[src/rtl/prog_load_ctrl_if.sv]
// Bus between the UART/button front end and the program-load controller,
// including the instruction-memory write port and core control outputs.
interface prog_load_ctrl_if #(
    parameter int ADDR_W = 8
);
    logic              rx_valid;
    logic [7:0]        rx_data;
    logic              btn_pulse;
    logic              imem_we;
    logic [ADDR_W-1:0] imem_addr;
    logic [15:0]       imem_wdata;
    logic              cpu_rst;
    logic              cpu_run;
    logic              mode;
    logic [ADDR_W:0]   word_count;
    logic              overflow;

    modport master (
        output rx_valid, rx_data, btn_pulse,
        input  imem_we, imem_addr, imem_wdata, cpu_rst, cpu_run, mode,
               word_count, overflow
    );

    modport slave (
        input  rx_valid, rx_data, btn_pulse,
        output imem_we, imem_addr, imem_wdata, cpu_rst, cpu_run, mode,
               word_count, overflow
    );
endinterface

[src/rtl/prog_load_ctrl.sv]
// Load/run mode controller: packs UART bytes into 16-bit words for the
// instruction memory, then hands control to the core on a button press.
module prog_load_ctrl #(
    parameter int ADDR_W      = 8,
    parameter int TIMEOUT_CYC = 2400
) (
    input  logic             clk,
    input  logic             reset,
    prog_load_ctrl_if.slave  bus
);
    localparam int TMR_W = $clog2(TIMEOUT_CYC + 1);
    localparam logic [TMR_W-1:0] TMR_MAX = TMR_W'(TIMEOUT_CYC);
    localparam logic [ADDR_W:0]  DEPTH   = {1'b1, {ADDR_W{1'b0}}};

    localparam logic [1:0] LOAD_LO = 2'd0;
    localparam logic [1:0] LOAD_HI = 2'd1;
    localparam logic [1:0] START   = 2'd2;
    localparam logic [1:0] RUN     = 2'd3;

    logic [1:0]        r_state;
    logic [7:0]        r_lo;
    logic [TMR_W-1:0]  r_timer;
    logic              r_we;
    logic [ADDR_W-1:0] r_addr;
    logic [15:0]       r_wdata;
    logic [ADDR_W:0]   r_word_count;
    logic              r_overflow;

    logic w_full;
    assign w_full = (r_word_count == DEPTH);

    always_ff @(posedge clk or posedge reset) begin
        if (reset) begin
            r_state      <= LOAD_LO;
            r_lo         <= 8'h00;
            r_timer      <= '0;
            r_we         <= 1'b0;
            r_addr       <= '0;
            r_wdata      <= 16'h0000;
            r_word_count <= '0;
            r_overflow   <= 1'b0;
        end else begin
            r_we <= 1'b0;
            // Address advances in the cycle after the write strobe so the
            // memory sees a stable address while imem_we is high.
            if (r_we) begin
                r_addr <= r_addr + 1'b1;
            end

            case (r_state)
                LOAD_LO: begin
                    if (bus.btn_pulse) begin
                        r_state <= START;
                    end else if (bus.rx_valid) begin
                        r_lo    <= bus.rx_data;
                        r_timer <= '0;
                        r_state <= LOAD_HI;
                    end
                end
                LOAD_HI: begin
                    r_timer <= r_timer + 1'b1;
                    // Button beats a same-cycle byte; timeout beats a late byte.
                    if (bus.btn_pulse) begin
                        r_lo    <= 8'h00;
                        r_state <= START;
                    end else if (r_timer == TMR_MAX) begin
                        r_lo    <= 8'h00;
                        r_state <= LOAD_LO;
                    end else if (bus.rx_valid) begin
                        if (!w_full) begin
                            r_we         <= 1'b1;
                            r_wdata      <= {bus.rx_data, r_lo};
                            r_word_count <= r_word_count + 1'b1;
                        end else begin
                            r_overflow <= 1'b1;
                        end
                        r_state <= LOAD_LO;
                    end
                end
                START: begin
                    r_state <= RUN;
                end
                RUN: begin
                    if (bus.btn_pulse) begin
                        r_state      <= LOAD_LO;
                        r_addr       <= '0;
                        r_word_count <= '0;
                        r_overflow   <= 1'b0;
                        r_lo         <= 8'h00;
                    end
                end
                default: r_state <= LOAD_LO;
            endcase
        end
    end

    assign bus.imem_we    = r_we;
    assign bus.imem_addr  = r_addr;
    assign bus.imem_wdata = r_wdata;
    assign bus.word_count = r_word_count;
    assign bus.overflow   = r_overflow;
    assign bus.cpu_rst    = (r_state == START);
    assign bus.cpu_run    = (r_state == RUN);
    assign bus.mode       = (r_state == START) || (r_state == RUN);
endmodule

[src/flat_wrapper.sv]
// flat-port wrapper written by rule: the top's interface ports become plain ports
module prog_load_ctrl_flat 
#(
    parameter int ADDR_W      = 8,
    parameter int TIMEOUT_CYC = 2400
)
  (clk, reset, bus_rx_valid, bus_rx_data, bus_btn_pulse, bus_imem_we, bus_imem_addr, bus_imem_wdata, bus_cpu_rst, bus_cpu_run, bus_mode, bus_word_count, bus_overflow);
  prog_load_ctrl_if #(.ADDR_W(ADDR_W)) bus_i ();
  input  logic clk;
  input  logic reset;
  input wire logic [$bits(bus_i.rx_valid)-1:0] bus_rx_valid;
  input wire logic [$bits(bus_i.rx_data)-1:0] bus_rx_data;
  input wire logic [$bits(bus_i.btn_pulse)-1:0] bus_btn_pulse;
  output wire logic [$bits(bus_i.imem_we)-1:0] bus_imem_we;
  output wire logic [$bits(bus_i.imem_addr)-1:0] bus_imem_addr;
  output wire logic [$bits(bus_i.imem_wdata)-1:0] bus_imem_wdata;
  output wire logic [$bits(bus_i.cpu_rst)-1:0] bus_cpu_rst;
  output wire logic [$bits(bus_i.cpu_run)-1:0] bus_cpu_run;
  output wire logic [$bits(bus_i.mode)-1:0] bus_mode;
  output wire logic [$bits(bus_i.word_count)-1:0] bus_word_count;
  output wire logic [$bits(bus_i.overflow)-1:0] bus_overflow;
  assign bus_i.rx_valid = bus_rx_valid;
  assign bus_i.rx_data = bus_rx_data;
  assign bus_i.btn_pulse = bus_btn_pulse;
  assign bus_imem_we = bus_i.imem_we;
  assign bus_imem_addr = bus_i.imem_addr;
  assign bus_imem_wdata = bus_i.imem_wdata;
  assign bus_cpu_rst = bus_i.cpu_rst;
  assign bus_cpu_run = bus_i.cpu_run;
  assign bus_mode = bus_i.mode;
  assign bus_word_count = bus_i.word_count;
  assign bus_overflow = bus_i.overflow;
  prog_load_ctrl #(.ADDR_W(ADDR_W), .TIMEOUT_CYC(TIMEOUT_CYC)) u_core (.clk(clk), .reset(reset), .bus(bus_i));
endmodule
[config.mk]
export PLATFORM = sky130hd
export DESIGN_NAME = prog_load_ctrl_flat
export DESIGN_NICKNAME = d
export VERILOG_FILES = /design/src/rtl/prog_load_ctrl_if.sv /design/src/rtl/prog_load_ctrl.sv /design/src/flat_wrapper.sv
export SDC_FILE = /design/constraint.sdc
export NUM_CORES = 1
export LEC_CHECK = 0
export BUFFER_PORTS_ARGS = -buffer_cell sky130_fd_sc_hd__buf_2
export CAP_MARGIN = 20
export CORE_UTILIZATION = 50
export DETAILED_ROUTE_END_ITERATION = 12
export GPL_ROUTABILITY_DRIVEN = 0
export PLACE_DENSITY = 0.74
export SETUP_SLACK_MARGIN = 0.3
export SYNTH_ARGS = -nofsm -noshare
export SYNTH_HDL_FRONTEND = slang
export SYNTH_SLANG_ARGS = --single-unit
[constraint.sdc]
create_clock -name clk -period 2.03 [get_ports clk]
set_input_delay 0.1015 -clock clk [delete_from_list [all_inputs] [get_ports clk]]
set_output_delay 0.1015 -clock clk [all_outputs]
set_load 0.05 [all_outputs]
==> results of run 1 <==
-- cell families after synthesis --
group	share of synthesized area, %
and+or+nand+nor	16.0
DFF	48.8
AOI/OAI and AO/OA	14.3
buffers and inverters	6.00
muxes	8.57
xor gates and xnor gates	4.20
adders and majority gates	2.14
-- cell type report --
type / instances / area (um^2)
fill: 419 / 1850
multi-input combinational: 180 / 1460
sequential: 57 / 1440
timing repair buffer: 72 / 437
clock buffer: 14 / 173
inverter: 24 / 90.1
tap: 72 / 90.1
clock inverter: 2 / 35.0
-- stage by stage --
| step | cells | utilization, % | power, uW |
|---|---|---|---|
| floorplan | 272 | - | 3080 |
| global placement | 391 | 58.9 | 3470 |
| detailed placement | 391 | 58.9 | 3520 |
| CTS | 420 | 65.3 | 4810 |
| global route | 421 | 66.8 | 5130 |
| finish | 421 | 66.8 | 4870 |
-- per-layer routing --
metal	track usage (%)	up-vias	routed length, um
li1	-	1124	-
met1	31.4	1170	3000
met5	0	-	0
met3	4.42	15	323
met2	36.9	81	3160
met4	12.2	0	143
-- flip-flops by register name, indices dropped and copies added, names as in the netlist --
| name | cells |
|---|---|
| u_core.r_lo | 8 |
| u_core.bus.word_count | 9 |
| u_core.bus.imem_addr | 8 |
| u_core.bus.imem_wdata | 16 |
| u_core.bus.overflow | 1 |
| u_core.bus.imem_we | 1 |
| u_core.r_state | 2 |
| u_core.r_timer | 12 |
-- synth_stat cells, drive strengths merged --
master | instances | area, um^2
a211oi | 2 | 20.0
o31a | 1 | 17.5
inv | 24 | 90.1
nand4bb | 1 | 11.3
nand2b | 3 | 18.8
nor3 | 4 | 20.0
o221ai | 3 | 26.3
nor2 | 28 | 105
or3 | 3 | 23.8
or4 | 2 | 15.0
a2111oi | 5 | 72.6
mux2 | 18 | 240
and4b | 1 | 10.0
or2 | 1 | 6.26
mux2i | 1 | 10.0
and4 | 1 | 8.76
o21ai | 21 | 105
nor4 | 2 | 12.5
o31ai | 1 | 12.5
nand2 | 10 | 53.8
nor2b | 4 | 25.0
nand4b | 1 | 8.76
nor4b | 1 | 15.0
o211ai | 3 | 22.5
a311oi | 2 | 17.5
ha | 5 | 62.6
nand3 | 16 | 80.1
and3 | 1 | 6.26
a31o | 2 | 17.5
buf | 4 | 51.3
dfrtp | 57 | 1430
and4bb | 1 | 12.5
nor4bb | 1 | 10.0
o2111ai | 8 | 70.1
a21oi | 7 | 35.0
xnor2 | 8 | 70.1
clkbuf | 9 | 33.8
nand4 | 4 | 25.0
xor2 | 6 | 52.6
-- how the worst min path moves through the flow --
| stage | to | slack, ps | cells after the start |
|---|---|---|---|
| 3_5_place_dp | u_core.bus.overflow | 140 | 2 |
| 3_3_place_gp | u_core.bus.imem_addr[7] | 140 | 2 |
| 4_1_cts | u_core.bus.imem_wdata[11] | 1 | 2 |
| 6_report | u_core.bus.imem_wdata[13] | 10 | 2 |
| 5_1_grt | u_core.bus.imem_wdata[13] | 10 | 2 |
| 2_1_floorplan | u_core.bus.imem_wdata[10] | 230 | 1 |
-- power breakdown --
part	switching (uW)	internal, uW	total, uW
combinational	1380	708	2090
sequential	239	1430	1670
clock	449	667	1120
total	2070	2800	4870
-- worst reg2reg max path: stages (launching register included) --
cell,delay (ps)
dfrtp_1,390
or3_4,400
o31a_4,450
nand2_8,150
mux2_4,300
-- repair_timing --
action,4_1_cts,5_1_grt
hold buffers,1,0
setup endpoints to repair,20,37
buffers inserted,10,1
cloned,2,0
resized for setup,10,12
pin swaps,4,4
hold endpoints to repair,20,0
==> summary.md, run 1 <==
| Metric | Value |
|---|---|
| Run status | `completed` |
| Mean post-synth cell area | `10.7 um^2` |
| CTS tree | `yes` |
| Leakage | `0.00172 uW` |
| Initial Util | `52.4%` |
| Worst vdd ir | `1.01 mV` |
| Synth warn | `0` |
| DR vias | `2390` |
| Synth unique cells | `50` |
| 1st-iter DRT viols | `138` |
| Num rows | `27` |
| Data required, critical path | `2250 ps` |
| Final setup margin | `224 ps` |
| CP arrival | `2030 ps` |
| Hold_ws | `10.9 ps` |
| Unrepaired setup endpoints after global routing | `true` |
| Cell area after synthesis | `0.00292 mm^2` |
| Die Wd | `78.4 um` |
| Via density | `5.68` |
| Pin count of the biggest net entering global routing | `38` |
| Max FO, Critical Path | `7` |
| DRC viols | `0` |
| Die height | `78.4 um` |
| Routed wire length | `6630 um` |
| # diodes | `0` |
| All-Layer GR Usage | `23.7%` |
| Average wire per standard cell | `15.7 um` |
| Slowest cell on the critical path | `o31a_4` |
| Critical Setup Path Class | `flip-flop to flip-flop` |
| Crit path max-delay family | `simple AND/OR/NAND/NOR gates` |
| Max Clk Rate | `554 MHz` |
| Layout cells sized above 1 | `38.4%` |
| Worst hold start | `bus_rx_data[5]` |
| R2r endpoint | `u_core.bus.imem_wdata[11]` |
| Synthesis-to-finish area growth | `27.5%` |
| Max-cap viol count | `0` |
| Setup crit end | `u_core.bus.imem_wdata[11]` |
| Reg2reg setup slack | `220 ps` |
| Relative slew slack | `67.5%` |
| Post-DRT Antenna Nets | `0` |
| Hpwl dp | `4290 um` |
| Reg2reg start | `u_core.r_timer[4]` |
| Setup TNS | `0 ps` |
| CTS Root Cell | `clkbuf_8` |
| Vias in the first global route | `2360` |
| Num ports | `50` |
| Place WS | `81.5 ps` |
| Seq/Total Area, Yosys | `48.8%` |
| Hold Crit Class | `primary input to flip-flop` |
| Worst path bufs/invs | `0` |
| Cell count of the worst reg-to-reg path | `4` |
| Commonest non-fill, non-tap cell in the layout | `buf_2` |
| Fin area | `0.00372 mm^2` |
| TritonCTS Buffers | `9` |
| Critical Path Start Type | `flip-flop` |
| Final Cycle Share | `88.9%` |
| Layout Nets | `361` |
| Pwr Density | `1310 mW/mm^2` |
| Final-report max-slew violation count | `0` |
| Most frequent cells in the layout | `49 x buf_2, 48 x dfrtp_1, 28 x nor2_1, 20 x buf_4, 19 x inv_1` |
| Least-Margin Pin Slew | `486 ps` |
| Initial antenna violation count | `0` |
| WP depth | `4` |
| Synthesized instance count | `272` |
| Syn Nets | `289` |
| Fin. Hold Viols | `0` |
| Worst-Skew Late Latency | `340 ps` |
| IO buf count | `49` |
| Worst path max stage delay | `450 ps` |
| Clock H-tree levels | `3` |
| Gr ovfl total | `0` |
| Worst-path cell chain | `or3_4, o31a_4, nand2_8, mux2_4` |
| Register bit count reported by yosys | `57` |
| Drt pass-1 iters | `4` |
| Core area | `0.00557 mm^2` |
| Final setup fails | `0` |
| Clock Tree Buf Depth | `2` |
| Critical Path Sink Type | `flip-flop` |
| Worst setup path startpoint | `u_core.r_timer[4]` |
| First-pass GRT wire length | `11100 um` |
| Die area | `0.00615 mm^2` |
| Period minus WS final | `1810 ps` |
| Clock skew | `8.56 ps` |
| Placed Area | `0.00328 mm^2` |
| Clk pin slew, worst setup/hold paths | `60 ps` |
| Clk sinks | `57` |
Power figures use the tool's default switching activity.
==> run 2, diff against run 1 <==
--- a/config.mk
+++ b/config.mk
@@ -10,6 +10,7 @@
 export CORE_UTILIZATION = 50
 export DETAILED_ROUTE_END_ITERATION = 12
 export GPL_ROUTABILITY_DRIVEN = 0
+export GPL_TIMING_DRIVEN = 0
 export PLACE_DENSITY = 0.74
 export SETUP_SLACK_MARGIN = 0.3
 export SYNTH_ARGS = -nofsm -noshare
==> summary.md, run 2 (synthesis gave the netlist of run 1 again) <==
| Metric | Value |
|---|---|
| IO buf count | `49 (unchanged)` |
| Commonest non-fill, non-tap cell in the layout | `buf_2` |
| Synthesis-to-finish area growth | `34.3%` |
| Pwr Density | `1310 mW/mm^2 (-0.14%)` |
| Final setup fails | `0 (unchanged)` |
| Post-DRT Antenna Nets | `0 (unchanged)` |
| Worst setup path startpoint | `u_core.r_timer[1]` |
| Max-cap viol count | `0 (unchanged)` |
| Initial antenna violation count | `0 (unchanged)` |
| Max reg flops | `16 (unchanged)` |
| Vias in the first global route | `2265 (-4.0%)` |
| Final Cycle Share | `90.9% (+2.0 points)` |
| Final-report max-slew violation count | `0 (unchanged)` |
| Die area | `0.00615 mm^2 (unchanged)` |
| Place WS | `-45.3 ps (-127 ps)` |
| Period minus WS final | `1850 ps (+40.6 ps)` |
| Fin. Hold Viols | `0 (unchanged)` |
| Die height | `78.4 um (unchanged)` |
| Critical Path Start Type | `flip-flop` |
| Most frequent cells in the layout | `48 x buf_2, 47 x dfrtp_1, 26 x nor2_1, 19 x buf_4, 18 x inv_1` |
| Num ports | `50 (unchanged)` |
| Worst-Skew Late Latency | `350 ps (about the same)` |
| Max FO, Critical Path | `6 (-1)` |
| Clk sinks | `57 (unchanged)` |
| TritonCTS Buffers | `9 (unchanged)` |
| CTS tree | `yes` |
| DR vias | `2390 (unchanged)` |
| R2r endpoint | `u_core.bus.imem_wdata[9]` |
| CP arrival | `2070 ps (+40 ps)` |
| Relative slew slack | `67.4% (-0.078 points)` |
| Max Clk Rate | `542 MHz (-2.2%)` |
| Least-Margin Pin Slew | `487 ps (+0.945 ps)` |
| Worst vdd ir | `1.16 mV (+14%)` |
| Hpwl dp | `4280 um (-0.18%)` |
| Final setup margin | `184 ps (-40.6 ps)` |
| Run status | `completed` |
| Num rows | `27 (unchanged)` |
| Routed wire length | `7040 um (+6.2%)` |
| # diodes | `0 (unchanged)` |
| Reg2reg start | `u_core.r_timer[1]` |
| CTS Root Cell | `clkbuf_8` |
| Leakage | `0.00182 uW (+5.7%)` |
| Hold Crit Class | `primary input to flip-flop` |
| Clock skew | `9.90 ps (+1.34 ps)` |
| 1st-iter DRT viols | `115 (-17%)` |
| Clock Tree Buf Depth | `2 (unchanged)` |
| Setup TNS | `0 ps (unchanged)` |
| Clock H-tree levels | `3 (unchanged)` |
| Pin count of the biggest net entering global routing | `42 (+11%)` |
| Reg2reg setup slack | `180 ps (-40 ps)` |
| Critical Path Sink Type | `flip-flop` |
| Via density | `5.48 (-3.4%)` |
| Worst path max stage delay | `400 ps (-50 ps)` |
| First-pass GRT wire length | `11000 um (-1.1%)` |
| Die Wd | `78.4 um (unchanged)` |
| Core area | `0.00557 mm^2 (unchanged)` |
| Average wire per standard cell | `16.1 um (+2.5%)` |
| Clk pin slew, worst setup/hold paths | `70 ps (about the same)` |
| Unrepaired setup endpoints after global routing | `true` |
| Worst-path cell chain | `inv_2, ha_4, nand4bb_4, o31a_4, nand2_8, buf_8, mux2_4` |
| Layout Nets | `376 (+4.2%)` |
| Initial Util | `52.4% (unchanged)` |
| Data required, critical path | `2260 ps (about the same)` |
| Gr ovfl total | `0 (unchanged)` |
| Cell count of the worst reg-to-reg path | `7 (+3)` |
| Critical Setup Path Class | `flip-flop to flip-flop` |
| Drt pass-1 iters | `4 (unchanged)` |
| Setup crit end | `u_core.bus.imem_wdata[9]` |
| DRC viols | `0 (unchanged)` |
| Slowest cell on the critical path | `dfrtp_1` |
| Layout cells sized above 1 | `42.0% (+3.6 points)` |
| All-Layer GR Usage | `23.9% (+0.21 points)` |
## run 2: cell count changes in the layout (fill, tap and decap cells not counted), sizes merged
| cell | change |
|---|---|
| clkinv | +3 |
| buf | +7 |
| clkbuf | +3 |
| nand2 | -2 |
| dlygate4sd3 | +4 |
## run 2: routing by layer
| layer | GRT usage (%) | vias to the layer above | wire [um] | part of all wire, % |
|---|---|---|---|---|
| met1 | 30.8 | 1177 | 3180 | 45 |
| met4 | 10.2 | 0 | 118 | 1.7 |
| met5 | 0 | - | 0 | 0 |
| met2 | 37.4 | 56 | 3480 | 49 |
| met3 | 6.98 | 10 | 254 | 3.6 |
| li1 | - | 1147 | - | - |
## run 2: area by class of cell
class	count	area (um^2)
clock inverter	5	53.8
buffer	13	103
clock buffer	11	151
multi-input combinational	178	1480
sequential	57	1440
tap	72	90.1
timing repair buffer	76	517
inverter	24	90.1
fill	401	1650
## run 2: through the flow
stage	total power [uW]	instances	util, %	hold slack [ps]	cell area (um^2)
after floorplan	3080	272	-	233	2940
after global placement	3470	393	58.7	339	3270
after detailed placement	3520	394	59.1	109	3290
after CTS	4880	429	67.6	2.98	3770
after global routing	5370	436	70.4	8.41	3920
final	5130	436	70.4	14.8	3920
## run 2: worst min path at each step
stage / slack, ps / endpoint / start / cells after the start
2_1_floorplan: 230 / u_core.bus.imem_wdata[10] / bus_rx_data[2] / 1
3_3_place_gp: 340 / u_core.bus.imem_wdata[10] / bus_rx_data[2] / 2
3_5_place_dp: 110 / u_core.bus.imem_addr[7] / reset / 2
4_1_cts: 3 / u_core.bus.imem_wdata[13] / bus_rx_data[5] / 2
5_1_grt: 8 / u_core.bus.imem_wdata[13] / bus_rx_data[5] / 2
6_report: 10 / u_core.bus.imem_wdata[10] / bus_rx_data[2] / 2
## run 2: worst max-delay path, delay by kind of cell, from the launching register on
| family | cells | cell delay [ps] |
|---|---|---|
| adder cells (fa/ha/maj) | 1 | 150 |
| AO/OA/AOI/OAI | 1 | 400 |
| flip-flops | 1 | 400 |
| buffers and inverters | 2 | 230 |
| multiplexers | 1 | 300 |
| AND/OR/NAND/NOR | 2 | 240 |
## run 2: where the power goes
| part | switching, uW | internal, uW |
|---|---|---|
| combinational | 1450 | 884 |
| sequential | 252 | 1430 |
| clock | 480 | 629 |
| total | 2190 | 2940 |
## run 2: timing repair
item                       CTS  global route
cloned                       1             0
hold buffers                 5             0
setup endpoints to repair   50            49
gates resized for setup     25            28
hold endpoints to repair    20             0
pin swaps                    5             8
buffers inserted            13             7
